==> src/rtl/alu_result_display_pkg.sv <==
// Shared constants for the ALU result display: digit/history geometry and seven-segment glyphs.
// No logic of its own; the helper function is purely combinational.
// Glyphs are active low in {g,f,e,d,c,b,a} order.
package alu_display_pkg;

   localparam int NUM_DIGITS = 8;
   localparam int HIST_DEPTH = 4;

   localparam logic [6:0] SEG_BLANK = 7'h7F;

   localparam logic [6:0] GLYPH_0 = 7'b1000000;
   localparam logic [6:0] GLYPH_1 = 7'b1111001;
   localparam logic [6:0] GLYPH_2 = 7'b0100100;
   localparam logic [6:0] GLYPH_3 = 7'b0110000;
   localparam logic [6:0] GLYPH_4 = 7'b0011001;
   localparam logic [6:0] GLYPH_5 = 7'b0010010;
   localparam logic [6:0] GLYPH_6 = 7'b0000010;
   localparam logic [6:0] GLYPH_7 = 7'b1111000;
   localparam logic [6:0] GLYPH_8 = 7'b0000000;
   localparam logic [6:0] GLYPH_9 = 7'b0010000;
   localparam logic [6:0] GLYPH_A = 7'b0001000;
   localparam logic [6:0] GLYPH_B = 7'b0000011;
   localparam logic [6:0] GLYPH_C = 7'b1000110;
   localparam logic [6:0] GLYPH_D = 7'b0100001;
   localparam logic [6:0] GLYPH_E = 7'b0000110;
   localparam logic [6:0] GLYPH_F = 7'b0001110;

   // Index of the most significant nonzero nibble; 0 when the whole word is zero,
   // so digit 0 is never considered a leading zero.
   function automatic logic [2:0] msd_nibble(input logic [31:0] v);
      logic [2:0] idx;
      idx = 3'd0;
      for (int i = 1; i < NUM_DIGITS; i++) begin
         if (v[4*i +: 4] != 4'h0) idx = 3'(i);
      end
      return idx;
   endfunction

endpackage

==> src/rtl/alu_result_display_if.sv <==
// Bundles the ALU result sample inputs and the display/debug outputs of the result display.
// No latency; plain wires.
// No backpressure: result_valid is a sample strobe, the consumer never stalls the CPU.
interface alu_result_display_if;
   logic [31:0] result_in;
   logic        result_valid;
   logic        hold;
   logic [1:0]  sel;
   logic [7:0]  an;
   logic [6:0]  seg;
   logic        dp;
   logic [15:0] change_cnt;

   // Master: the CPU/board side that supplies results and controls.
   modport master (
      output result_in, result_valid, hold, sel,
      input  an, seg, dp, change_cnt
   );

   // Slave: the display block itself.
   modport slave (
      input  result_in, result_valid, hold, sel,
      output an, seg, dp, change_cnt
   );
endinterface

==> src/rtl/alu_result_display_hex7seg_decoder.sv <==
// Hex nibble to active-low seven-segment glyph, with a blank override.
// Purely combinational, zero latency.
// No backpressure.
module hex7seg_decoder
   import alu_display_pkg::*;
(
   input  logic [3:0] nibble,
   input  logic       blank,
   output logic [6:0] seg
);

   // Glyph lookup; blank wins over any nibble value.
   always_comb begin
      seg = SEG_BLANK;
      if (!blank) begin
         case (nibble)
            4'h0: seg = GLYPH_0;
            4'h1: seg = GLYPH_1;
            4'h2: seg = GLYPH_2;
            4'h3: seg = GLYPH_3;
            4'h4: seg = GLYPH_4;
            4'h5: seg = GLYPH_5;
            4'h6: seg = GLYPH_6;
            4'h7: seg = GLYPH_7;
            4'h8: seg = GLYPH_8;
            4'h9: seg = GLYPH_9;
            4'hA: seg = GLYPH_A;
            4'hB: seg = GLYPH_B;
            4'hC: seg = GLYPH_C;
            4'hD: seg = GLYPH_D;
            4'hE: seg = GLYPH_E;
            default: seg = GLYPH_F;
         endcase
      end
   end

endmodule

==> src/rtl/alu_result_display.sv <==
// Captures distinct ALU results into a 4-deep history and scans one entry in hex on an 8-digit display.
// Capture 1 cycle; display outputs registered, updated 1 cycle after each prescaler tick.
// No backpressure; optional leading-zero blanking with ALU_DISPLAY_BLANK_LEADING_ZERO_EN.
module alu_result_display
   import alu_display_pkg::*;
#(
   parameter logic [15:0] SCAN_DIV = 16'd50000,
   parameter int          CNT_W    = 16
) (
   input  logic              clk,
   input  logic              rst,
   alu_result_display_if.slave bus
);

   localparam logic [CNT_W-1:0] PRE_MAX = CNT_W'(SCAN_DIV - 16'd1);

   logic [31:0]      hist [HIST_DEPTH];
   logic [15:0]      cnt;
   logic [31:0]      disp_reg;
   logic [CNT_W-1:0] pre;
   logic [2:0]       digit;
   logic [7:0]       an_q;
   logic [6:0]       seg_q;
   logic             dp_q;

   logic             capture;
   logic             tick;
   logic             wrap;
   logic [2:0]       digit_next;
   logic [31:0]      disp_next;
   logic [3:0]       nibble;
   logic             blank;
   logic [6:0]       seg_next;

   // Duplicate results are suppressed so the history only records changes.
   assign capture    = bus.result_valid && !bus.hold && (bus.result_in != hist[0]);
   assign tick       = (pre == PRE_MAX);
   assign wrap       = tick && (digit == 3'd7);
   assign digit_next = tick ? digit + 3'd1 : digit;
   // Frame-boundary load keeps a whole frame on one value; the entry is read before
   // any same-cycle capture shifts the history.
   assign disp_next  = wrap ? hist[bus.sel] : disp_reg;
   assign nibble     = disp_next[{digit_next, 2'b00} +: 4];

`ifdef ALU_DISPLAY_BLANK_LEADING_ZERO_EN
   assign blank = (digit_next > msd_nibble(disp_next));
`else
   assign blank = 1'b0;
`endif

   hex7seg_decoder u_dec (
      .nibble (nibble),
      .blank  (blank),
      .seg    (seg_next)
   );

   // History shift register and saturating change counter.
   always_ff @(posedge clk or posedge rst) begin
      if (rst) begin
         for (int i = 0; i < HIST_DEPTH; i++) hist[i] <= 32'h0;
         cnt <= 16'h0;
      end else if (capture) begin
         hist[0] <= bus.result_in;
         for (int i = HIST_DEPTH - 1; i > 0; i--) hist[i] <= hist[i-1];
         if (cnt != 16'hFFFF) cnt <= cnt + 16'd1;
      end
   end

   // Prescaler that sets the per-digit dwell time.
   always_ff @(posedge clk or posedge rst) begin
      if (rst)       pre <= '0;
      else if (tick) pre <= '0;
      else           pre <= pre + CNT_W'(1);
   end

   // Digit scan position and the frame snapshot of the selected history entry.
   always_ff @(posedge clk or posedge rst) begin
      if (rst) begin
         digit    <= 3'd0;
         disp_reg <= 32'h0;
      end else begin
         digit    <= digit_next;
         disp_reg <= disp_next;
      end
   end

   // Registered display drive, refreshed only when the digit advances.
   always_ff @(posedge clk or posedge rst) begin
      if (rst) begin
         an_q  <= 8'hFE;
         seg_q <= GLYPH_0;
         dp_q  <= 1'b1;
      end else if (tick) begin
         an_q  <= ~(8'b1 << digit_next);
         seg_q <= seg_next;
         dp_q  <= ~((digit_next == 3'd0) && bus.hold);
      end
   end

   assign bus.an         = an_q;
   assign bus.seg        = seg_q;
   assign bus.dp         = dp_q;
   assign bus.change_cnt = cnt;

endmodule

==> src/flat_wrapper.sv <==
// flat-port wrapper written by rule: the top's interface ports become plain ports
module alu_result_display_flat import alu_display_pkg::*;
#(
   parameter logic [15:0] SCAN_DIV = 16'd50000,
   parameter int          CNT_W    = 16
)
  (clk, rst, bus_result_in, bus_result_valid, bus_hold, bus_sel, bus_an, bus_seg, bus_dp, bus_change_cnt);
  alu_result_display_if bus_i ();
  input  logic clk;
  input  logic rst;
  input wire logic [$bits(bus_i.result_in)-1:0] bus_result_in;
  input wire logic [$bits(bus_i.result_valid)-1:0] bus_result_valid;
  input wire logic [$bits(bus_i.hold)-1:0] bus_hold;
  input wire logic [$bits(bus_i.sel)-1:0] bus_sel;
  output wire logic [$bits(bus_i.an)-1:0] bus_an;
  output wire logic [$bits(bus_i.seg)-1:0] bus_seg;
  output wire logic [$bits(bus_i.dp)-1:0] bus_dp;
  output wire logic [$bits(bus_i.change_cnt)-1:0] bus_change_cnt;
  assign bus_i.result_in = bus_result_in;
  assign bus_i.result_valid = bus_result_valid;
  assign bus_i.hold = bus_hold;
  assign bus_i.sel = bus_sel;
  assign bus_an = bus_i.an;
  assign bus_seg = bus_i.seg;
  assign bus_dp = bus_i.dp;
  assign bus_change_cnt = bus_i.change_cnt;
  alu_result_display #(.SCAN_DIV(SCAN_DIV), .CNT_W(CNT_W)) u_core (.clk(clk), .rst(rst), .bus(bus_i));
endmodule
==> config.mk <==
export PLATFORM = sky130hd
export DESIGN_NAME = alu_result_display_flat
export DESIGN_NICKNAME = d
export VERILOG_FILES = /design/src/rtl/alu_result_display_pkg.sv /design/src/rtl/alu_result_display_if.sv /design/src/rtl/alu_result_display_hex7seg_decoder.sv /design/src/rtl/alu_result_display.sv /design/src/flat_wrapper.sv
export SDC_FILE = /design/constraint.sdc
export NUM_CORES = 1
export LEC_CHECK = 0
export CORE_UTILIZATION = 50
export CTS_BUF_LIST = sky130_fd_sc_hd__clkbuf_2
export CTS_CLUSTER_SIZE = 10
export DETAILED_ROUTE_END_ITERATION = 12
export GPL_TIMING_DRIVEN = 0
export PLACE_DENSITY_LB_ADDON = 0.15
export REMOVE_ABC_BUFFERS = 1
export SETUP_SLACK_MARGIN = 0.2
export SLEW_MARGIN = 25
export SYNTH_ARGS = -nofsm -noshare
export SYNTH_HDL_FRONTEND = slang
export SYNTH_SLANG_ARGS = --single-unit
==> constraint.sdc <==
create_clock -name clk -period 8.8 [get_ports clk]
set_input_delay 1.32 -clock clk [delete_from_list [all_inputs] [get_ports clk]]
set_output_delay 1.32 -clock clk [all_outputs]
set_load 0.01 [all_outputs]
# Yosys cells after proc, flatten, opt, wreduce, memory -nomap -nowiden
# Memories as Yosys holds them, arrays and structs flattened. A register that Yosys moved wholly into a read port is not among the register bits.
# Cells that the tools add are included.
# classes
n_mux	6
eq_ne	4
addsub	3
reduce_logical	7
magnitude_cmp	1
n_shift	2
bitwise_logic	3
# ops
op	n
32-bit 2-to-1 mux	3
32-bit binary-select mux with 2-bit select	1
16-bit by 1-bit adder with 16-bit output (second input constant)	2
32-bit inequality test	1
32-bit by 6-bit indexed part select with 4-bit output	1
16-bit == test (second input constant)	1
16-bit 2-to-1 mux	1
16-bit inequality test (second input constant)	1
8-bit NOT	1
1-bit by 3-bit left shift with 8-bit output (first input constant)	1
1-bit logical AND	4
3-bit by 1-bit adder with 3-bit output (second input constant)	1
3-bit == test (second input constant)	1
3-bit >= comparator (second input constant)	1
3-bit logical NOT	1
3-bit 2-to-1 mux	1
2-bit NOT with 3-bit output	1
2-bit AND reduction	1
1-bit logical NOT	1
1-bit NOT	1
# totals
romBits	112
out_inout_bits	32
reg_bits	204
inputBits	38
word_cells	37
memories	1
# mem_list
name	words	width	rd	rd_clocked_by_memory_dff	wr	line	rtl
(no name shown)	16	7	1	1	0	alu_result_display_hex7seg_decoder.sv:16	case (nibble)

# Longest topological paths before layout
# Gate-level depths: netlist of run 1.
# logic_depth
word_depth	6
ltp_mapped	16
depth_no_buf	14

# Modules after synthesis
# Synthesis of run 1 repeated with hierarchy kept, for this count alone.
# hier_totals
cells_unflattened	806
area_unflattened_um2	10236.1
# modules_own_cells
mod	area_each_um2	seq_area_each_um2	instances	cells_each
alu_result_display	9959.6	5291.3	1	767
hex7seg_decoder	276.5	0.0	1	39

# Least setup slack after synthesis of run 1
# Ideal clock, no wire load.
# synth_path
path_type	input-to-reg
from	input bus_sel[0]
to	register u_core.seg_q[3], in the netlist u_core.bus.seg[3]
t_arrival_ns	4.452
slack_ns	4.231
setup_ns	0.117
stages	14
path_buffers	3
t_required_ns	8.683
cell_sequence	buf_2 > buf_2 > buf_1 > mux4_2 > mux2_2 > mux2_1 > nand2_1 > o21ai_1 > inv_1 > ha_1 > inv_1 > mux4_2 > nand2_1 > nand2_1
# synth_between
elab_chain_len	6
# synth_rtl
item	line	rtl
start, declared	flat_wrapper.sv:14	input wire logic [$bits(bus_i.sel)-1:0] bus_sel;
2-bit NOT with 3-bit output (not written as such)	alu_result_display.sv:42	assign disp_next = wrap ? hist[bus.sel] : disp_reg;
32-bit binary-select mux with 2-bit select	alu_result_display.sv:42	
32-bit 2-to-1 mux (not written as such) (2 in series)	alu_result_display.sv:42	
32-bit 2-to-1 mux	alu_result_display.sv:42	
named net u_core.disp_next[17]	alu_result_display.sv:30	logic [31:0] disp_next;
32-bit by 6-bit indexed part select with 4-bit output	alu_result_display.sv:43	assign nibble = disp_next[{digit_next, 2'b00} +: 4];
end, declared	alu_result_display.sv:23	logic [6:0] seg_q;
# The timed path passes the listed nets, and every way through them passes these cells. The select of a mux whose other input is x is not followed.
# A chain may end at the register's enable or synchronous reset.

# Worst setup path in the final report of run 1
# layout_path
from	register u_core.pre[4]
to	register u_core.seg_q[3], in the netlist u_core.bus.seg[3]
# layout_between
elab_chain_len	4
elab_cells_between_ends	5
cone_classes	eq/ne (1); shift (1); mux (2); reduce/logical (1)
# layout_rtl
item	line	rtl
start, declared	alu_result_display.sv:20	logic [CNT_W-1:0] pre;
start signal, assigned	alu_result_display.sv:73	else pre <= pre + CNT_W'(1);
16-bit == test (*)	alu_result_display.sv:37	assign tick = (pre == PRE_MAX);
1-bit logical AND	alu_result_display.sv:38	assign wrap = tick && (digit == 3'd7);
32-bit 2-to-1 mux	alu_result_display.sv:42	
32-bit by 6-bit indexed part select with 4-bit output	alu_result_display.sv:43	
# Every way passes the cells marked *; elsewhere a longest branch is shown, timed or not.

==> results of run 1 <==
==> worst min path at each step <==
| stage | startpoint | end | depth (start not counted) |
|---|---|---|---|
| 2_1_floorplan | u_core.pre[0]$_DFF_PP0_ | u_core.pre[0]$_DFF_PP0_ | 1 |
| 3_3_place_gp | u_core.pre[0]$_DFF_PP0_ | u_core.pre[0]$_DFF_PP0_ | 1 |
| 3_5_place_dp | u_core.bus.an[2]$_DFFE_PP1N_ | u_core.bus.an[2]$_DFFE_PP1N_ | 2 |
| 4_1_cts | u_core.bus.an[2]$_DFFE_PP1N_ | u_core.bus.an[2]$_DFFE_PP1N_ | 2 |
| 5_1_grt | u_core.bus.an[2]$_DFFE_PP1N_ | u_core.bus.an[2]$_DFFE_PP1N_ | 2 |
| 6_report | u_core.bus.an[2]$_DFFE_PP1N_ | u_core.bus.an[2]$_DFFE_PP1N_ | 2 |
==> routing by layer <==
layer  wire length [um]  global-route usage (%)  vias up
met3                935                    5.26       33
met4                335                    6.94        0
met5                  0                       0        -
li1                   -                       -     2931
met2              10200                    35.3      123
met1               9020                    27.9     3177
==> power groups by stage <==
stage	Sequential (uW)	Clock [uW]	Combinational, uW
finish	1280	733	431
global route	1310	819	471
CTS	1280	767	441
detailed placement	1300	0	437
global placement	1280	0	422
floorplan	1260	0	318
==> cells in the mapped netlist, types with 9 or more instances <==
library cell,number
dfrtp_1,202
dfstp_2,9
clkbuf_1,26
nand2_1,54
o21ai_0,11
nand3_1,13
inv_1,18
mux2_2,158
xor2_1,11
nand4_1,13
mux2i_1,17
mux4_2,33
xnor2_1,50
ha_1,10
nor2_1,30
==> area by class of cell <==
type | count | area (um2)
Fill cell | 1650 | 7760
Sequential cell | 211 | 5290
Multi-Input combinational cell | 476 | 4510
Timing Repair Buffer | 84 | 992
Clock buffer | 85 | 425
Tap cell | 265 | 332
Clock inverter | 21 | 138
Inverter | 19 | 81.3
Antenna cell | 1 | 2.50
==> through the flow <==
step / hold slack (ps) / utilization (%) / setup WS [ps] / setup TNS, ps
after floorplan: 425 / - / -483 / -3670
after global placement: 437 / 55.7 / -3530 / -536140
final: 468 / 60.3 / 4490 / 0
after detailed placement: 455 / 57.4 / 4320 / 0
after global routing: 506 / 60.3 / 4270 / 0
after CTS: 469 / 60.3 / 4430 / 0
==> critical path: stages (launching register included) <==
cell and delay (ps):
dfrtp_1 450, or4b_4 610, or4_4 710, mux2i_2 510, mux2_2 290, o22ai_1 70
o21ai_1 460, inv_1 180, ha_1 320, inv_1 50, mux4_2 440, nand2_1 80
nand2_1 50
==> cells by family after synthesis <==
family / Yosys count / synth area share (%)
AOI/OAI and AO/OA: 52 / 3.66
muxes: 213 / 27.7
and+or+nand+nor: 140 / 6.91
adders and majority gates: 10 / 1.25
DFF: 211 / 52.8
xor gates and xnor gates: 61 / 5.34
buffers and inverters: 57 / 2.32
==> flow_summary.yaml, run 1 <==
outcome:
  status: "finished clean"
global_routing:
  first_global_vias: 6786
  grt_usage_pct: 21.5
  grt_max_degree: 92
  antenna_found_initial: 1
  grt_pass1_wl_um: 34300
  overflow: 0
setup_path:
  cp-endpoint: "u_core.bus.seg[3]$_DFFE_PP0N_"
  startpoint: "u_core.pre[4]$_DFF_PP0_"
  crit_type: "reg2reg"
  worstSetupEndpointType: "register"
  startpoint_type: "register"
  crit_arrival_ps: 5010
  cp_max_fo: 22
  r2r_cells: 12
  crit_required_ps: 9490
  regToRegStartpoint: "u_core.pre[4]$_DFF_PP0_"
  rr_endpoint: "u_core.bus.seg[3]$_DFFE_PP0N_"
  rrSetupSlack_ps: 4490
yosys:
  synth_seq_cells: 211
  syn_area_mm2: 0.0100
  synth_ff_type: "dfrtp_1"
  synthTopCellsByArea: "dfrtp_1 50%, mux2_2 18%, mux4_2 7.4%"
  yosysWarnings: 0
  avgSynthCellArea_um2: 13.5
  synth_top_area_share_pct: 50.5
  yosysTopAreaCell: "dfrtp_1"
  yosysSeqAreaShare_pct: 52.8
  synth-edff-count: 0
  synth_cells: 744
  ys_async_sr_fraction_pct: 100
  synth_cell_types: 61
timing:
  fin_crit_sh_pct: 49.0
  rsz0062_at_grt: "no"
  setup_viol: 0
  max_slew_margin_pct: 43.0
  worst_pin_slew_ps: 851
  period_minus_slack_ps: 4310
  slew_viol_final: 0
  hold_viol_final: 0
  fmax_ghz: 0.232
  fin_skew_ps: 41.6
pwr:
  power_density_mw_per_mm2: 208
  vdd_drop_max_mv: 0.130
  power.share.clock_pct: 29.9
  netSwitchingPower_uw: 697
  combPwrFrac_pct: 17.6
  p_leak_uw: 0.00511
  swShare_pct: 28.5
  sequentialPowerShare_pct: 52.4
  intPower_uw: 1750
  power_uw: 2450
clocking:
  clockBufferDepth: 3
  cts_setup_buffers: 0
  cts_root_buf: "clkbuf_2"
  numCtsBuffers: 56
  htree_levels: 2
  numClockSinks: 211
  cts_hold_buf: 0
  clkLatencyLatePin_ps: 820
  cts-resized-gates: 0
  clkSlewWorstSetupHoldPaths_ps: 100
  cts_tree: "done"
floorplanning:
  die_y_um: 144
  design.core.area_mm2: 0.0195
  num_io_pins: 70
  initial_utilization_pct: 51.3
  dieWidth_um: 144
  die_area_mm2: 0.0206
  row_count: 51
hold_path:
  hold_class: "reg2reg"
drt:
  firstDrtPassIters: 4
  postRouteAntennaNets: 0
  wl_per_cell_um: 17.6
  drt_wl_total_um: 20500
  drc: 0
  via_count: 6264
  via_per_inst: 5.39
  drtIter0Drc: 340
final_layout:
  final_common_cell: "dfrtp_1"
  final_area_mm2: 0.0118
  layout-drive-gt1-share_pct: 36.3
  area_delta_synth_final_pct: 17.6
  nets: 896
  largest_reg_flops: 128
  final_cell_mix: "202 x dfrtp_1, 158 x mux2_2, 85 x clkbuf_2"
  fin_cells: 1162
placement:
  dp.cells: 1055
  dpl.hpwl_um: 14300
  numPortBuffers: 69
  placed_area_mm2: 0.0112
  gp_congestion: 0.835
flow_run:
  maxCapViolCount: 0
Power figures use the tool's default switching activity.
==> run 2: changes to the inputs <==
==> constraint.sdc (replaced) <==
create_clock -name clk -period 4 [get_ports clk]
set_input_delay 0.6 -clock clk [delete_from_list [all_inputs] [get_ports clk]]
set_output_delay 0.6 -clock clk [all_outputs]
set_load 0.01 [all_outputs]
==> flow_summary.yaml, run 2 (synthesized netlist as in run 1, its figures left out) <==
clocking:
  cts_hold_buf: 0
  numClockSinks: 211
  numCtsBuffers: 56
  clockBufferDepth: 3
  cts_root_buf: "clkbuf_2"
  clkSlewWorstSetupHoldPaths_ps: 110
  clkLatencyLatePin_ps: 820
  htree_levels: 2
  cts_tree: "done"
final_layout:
  largest_reg_flops: 128
  n_fill_cell: 1610
  utilization_pct: 61.9
  final_common_cell: "dfrtp_1"
  fin_cells: 1188
  nets: 922
  final_cell_mix: "200 x dfrtp_1, 157 x mux2_2, 85 x clkbuf_2"
  multi_input_area_mm2: 0.00461
  area_delta_synth_final_pct: 20.7
  layout-drive-gt1-share_pct: 39.6
  final-seq-area_mm2: 0.00529
placement:
  dp_slack_ps: -345
  dp.cells: 1055
  gp_congestion: 0.835
  dpl.hpwl_um: 14300
  numPortBuffers: 69
timing:
  period_minus_slack_ps: 3760
  fin_crit_sh_pct: 94.0
  holdWs_ps: 163
  setup_viol: 0
  hold_viol_final: 0
  worst_slack_ps: 239
  rsz0062_at_grt: "yes"
  fmax_ghz: 0.266
  worst_pin_slew_ps: 781
  max_slew_margin_pct: 47.8
  fin_skew_ps: 48.7
  slew_viol_final: 0
setup_path:
  rrSetupSlack_ps: 240
  startpoint_type: "register"
  startpoint: "u_core.pre[10]$_DFF_PP0_"
  worstSetupEndpointType: "register"
  crit_chain: "or4b_4 -> or4_4 -> mux2i_4 -> mux2_2 -> o22ai_2 -> o21ai_4 -> buf_4 -> ha_1 -> mux4_2 -> nand2_1 -> nand2_1"
  crit_required_ps: 4690
  cp_common_cell: "nand2_1"
  crit_arrival_ps: 4450
  regToRegStartpoint: "u_core.pre[10]$_DFF_PP0_"
  slowest_stage: "or4_4"
  slowest_delay_ps: 680
  r2r_cells: 11
  cp-endpoint: "u_core.bus.seg[3]$_DFFE_PP0N_"
  rr_endpoint: "u_core.bus.seg[3]$_DFFE_PP0N_"
  cp_max_fo: 7
  crit_type: "reg2reg"
pwr:
  netSwitchingPower_uw: 1530
  power.share.clock_pct: 29.9
  vdd_drop_max_mv: 0.286
  swShare_pct: 28.5
  p_leak_uw: 0.00524
  intPower_uw: 3850
  sequentialPowerShare_pct: 52.4
  combPwrFrac_pct: 17.6
  power_uw: 5380
  power_density_mw_per_mm2: 446
floorplanning:
  dieWidth_um: 144
  initial_utilization_pct: 51.3
  num_io_pins: 70
  die_y_um: 144
  die_area_mm2: 0.0206
  design.core.area_mm2: 0.0195
  row_count: 51
drt:
  via_count: 6395
  via_per_inst: 5.38
  drtIter0Drc: 313
  wl_per_cell_um: 17.8
  firstDrtPassIters: 5
  drt_wl_total_um: 21200
  drc: 0
  postRouteAntennaNets: 0
global_routing:
  overflow: 0
  first_global_vias: 6859
  use_met2_pct: 36.0
  grtUsageMet1_pct: 28.3
  grt_usage_pct: 21.8
  busiest_layer: "met2"
  grtUsageMet3_pct: 5.23
  antenna_found_initial: 1
  grt_max_degree: 92
  grt_pass1_wl_um: 34700
outcome:
  status: "finished clean"
hold_path:
  hold_class: "in2async"
flow_run:
  maxCapViolCount: 0
==> run 2: changes by cell type in the layout (fill, tap and decap cells not counted), sizes merged <==
cell  previous run  this run
buf             17        42
or4              1         2
==> run 2: worst min path at each step <==
stage	startpoint	endpoint	slack (ps)
2_1_floorplan	u_core.pre[0]$_DFF_PP0_	u_core.pre[0]$_DFF_PP0_	430
3_3_place_gp	u_core.pre[0]$_DFF_PP0_	u_core.pre[0]$_DFF_PP0_	440
3_5_place_dp	u_core.bus.an[2]$_DFFE_PP1N_	u_core.bus.an[2]$_DFFE_PP1N_	460
4_1_cts	rst	u_core.hist[118]$_DFFE_PP0P_	100
5_1_grt	rst	u_core.hist[118]$_DFFE_PP0P_	120
6_report	rst	u_core.hist[118]$_DFFE_PP0P_	160
==> run 2: critical path: cells and delay by family (launching register included) <==
family | cells | cell delay, ps
buffers and inverters | 1 | 150
AO/OA/AOI/OAI | 2 | 310
flip-flops | 1 | 420
AND/OR/NAND/NOR | 4 | 1390
adder cells (fa/ha/maj) | 1 | 190
multiplexers | 3 | 1190
==> run 2: power by group through the flow <==
stage | Sequential [uW] | Combinational, uW | Clock, uW
after CTS | 2820 | 970 | 1690
final | 2820 | 949 | 1610
after detailed placement | 2870 | 962 | 0
after floorplan | 2780 | 699 | 0
after global placement | 2810 | 928 | 0
after global routing | 2880 | 1040 | 1800
==> run 2: timing repair <==
action,in CTS,in global routing
pin swaps,5,6
setup buffers,13,12
endpoints found under the setup margin,7,6
resized for setup,14,10
cloned,1,0
==> run 2: stage by stage <==
step           area (um2)  TNS (ps)
6_report            12100         0
2_1_floorplan        9850  -1065550
3_5_place_dp        11200     -1200
5_1_grt             12100         0
4_1_cts             11900         0
3_3_place_gp        10900  -1993160
==> run 2: layout make-up <==
type | count | area share, %
sequential | 211 | 43.8
multi-input combinational | 477 | 38.2
timing repair buffer | 109 | 9.86
clock buffer | 85 | 3.52
tap | 265 | 2.74
clock inverter | 21 | 1.14
inverter | 19 | 0.694
antenna | 1 | 0.0207
==> run 2: routing by layer <==
metal	vias up	wire, um
met5	-	0
met4	0	418
met3	38	935
met2	134	10600
met1	3238	9250
li1	2985	-
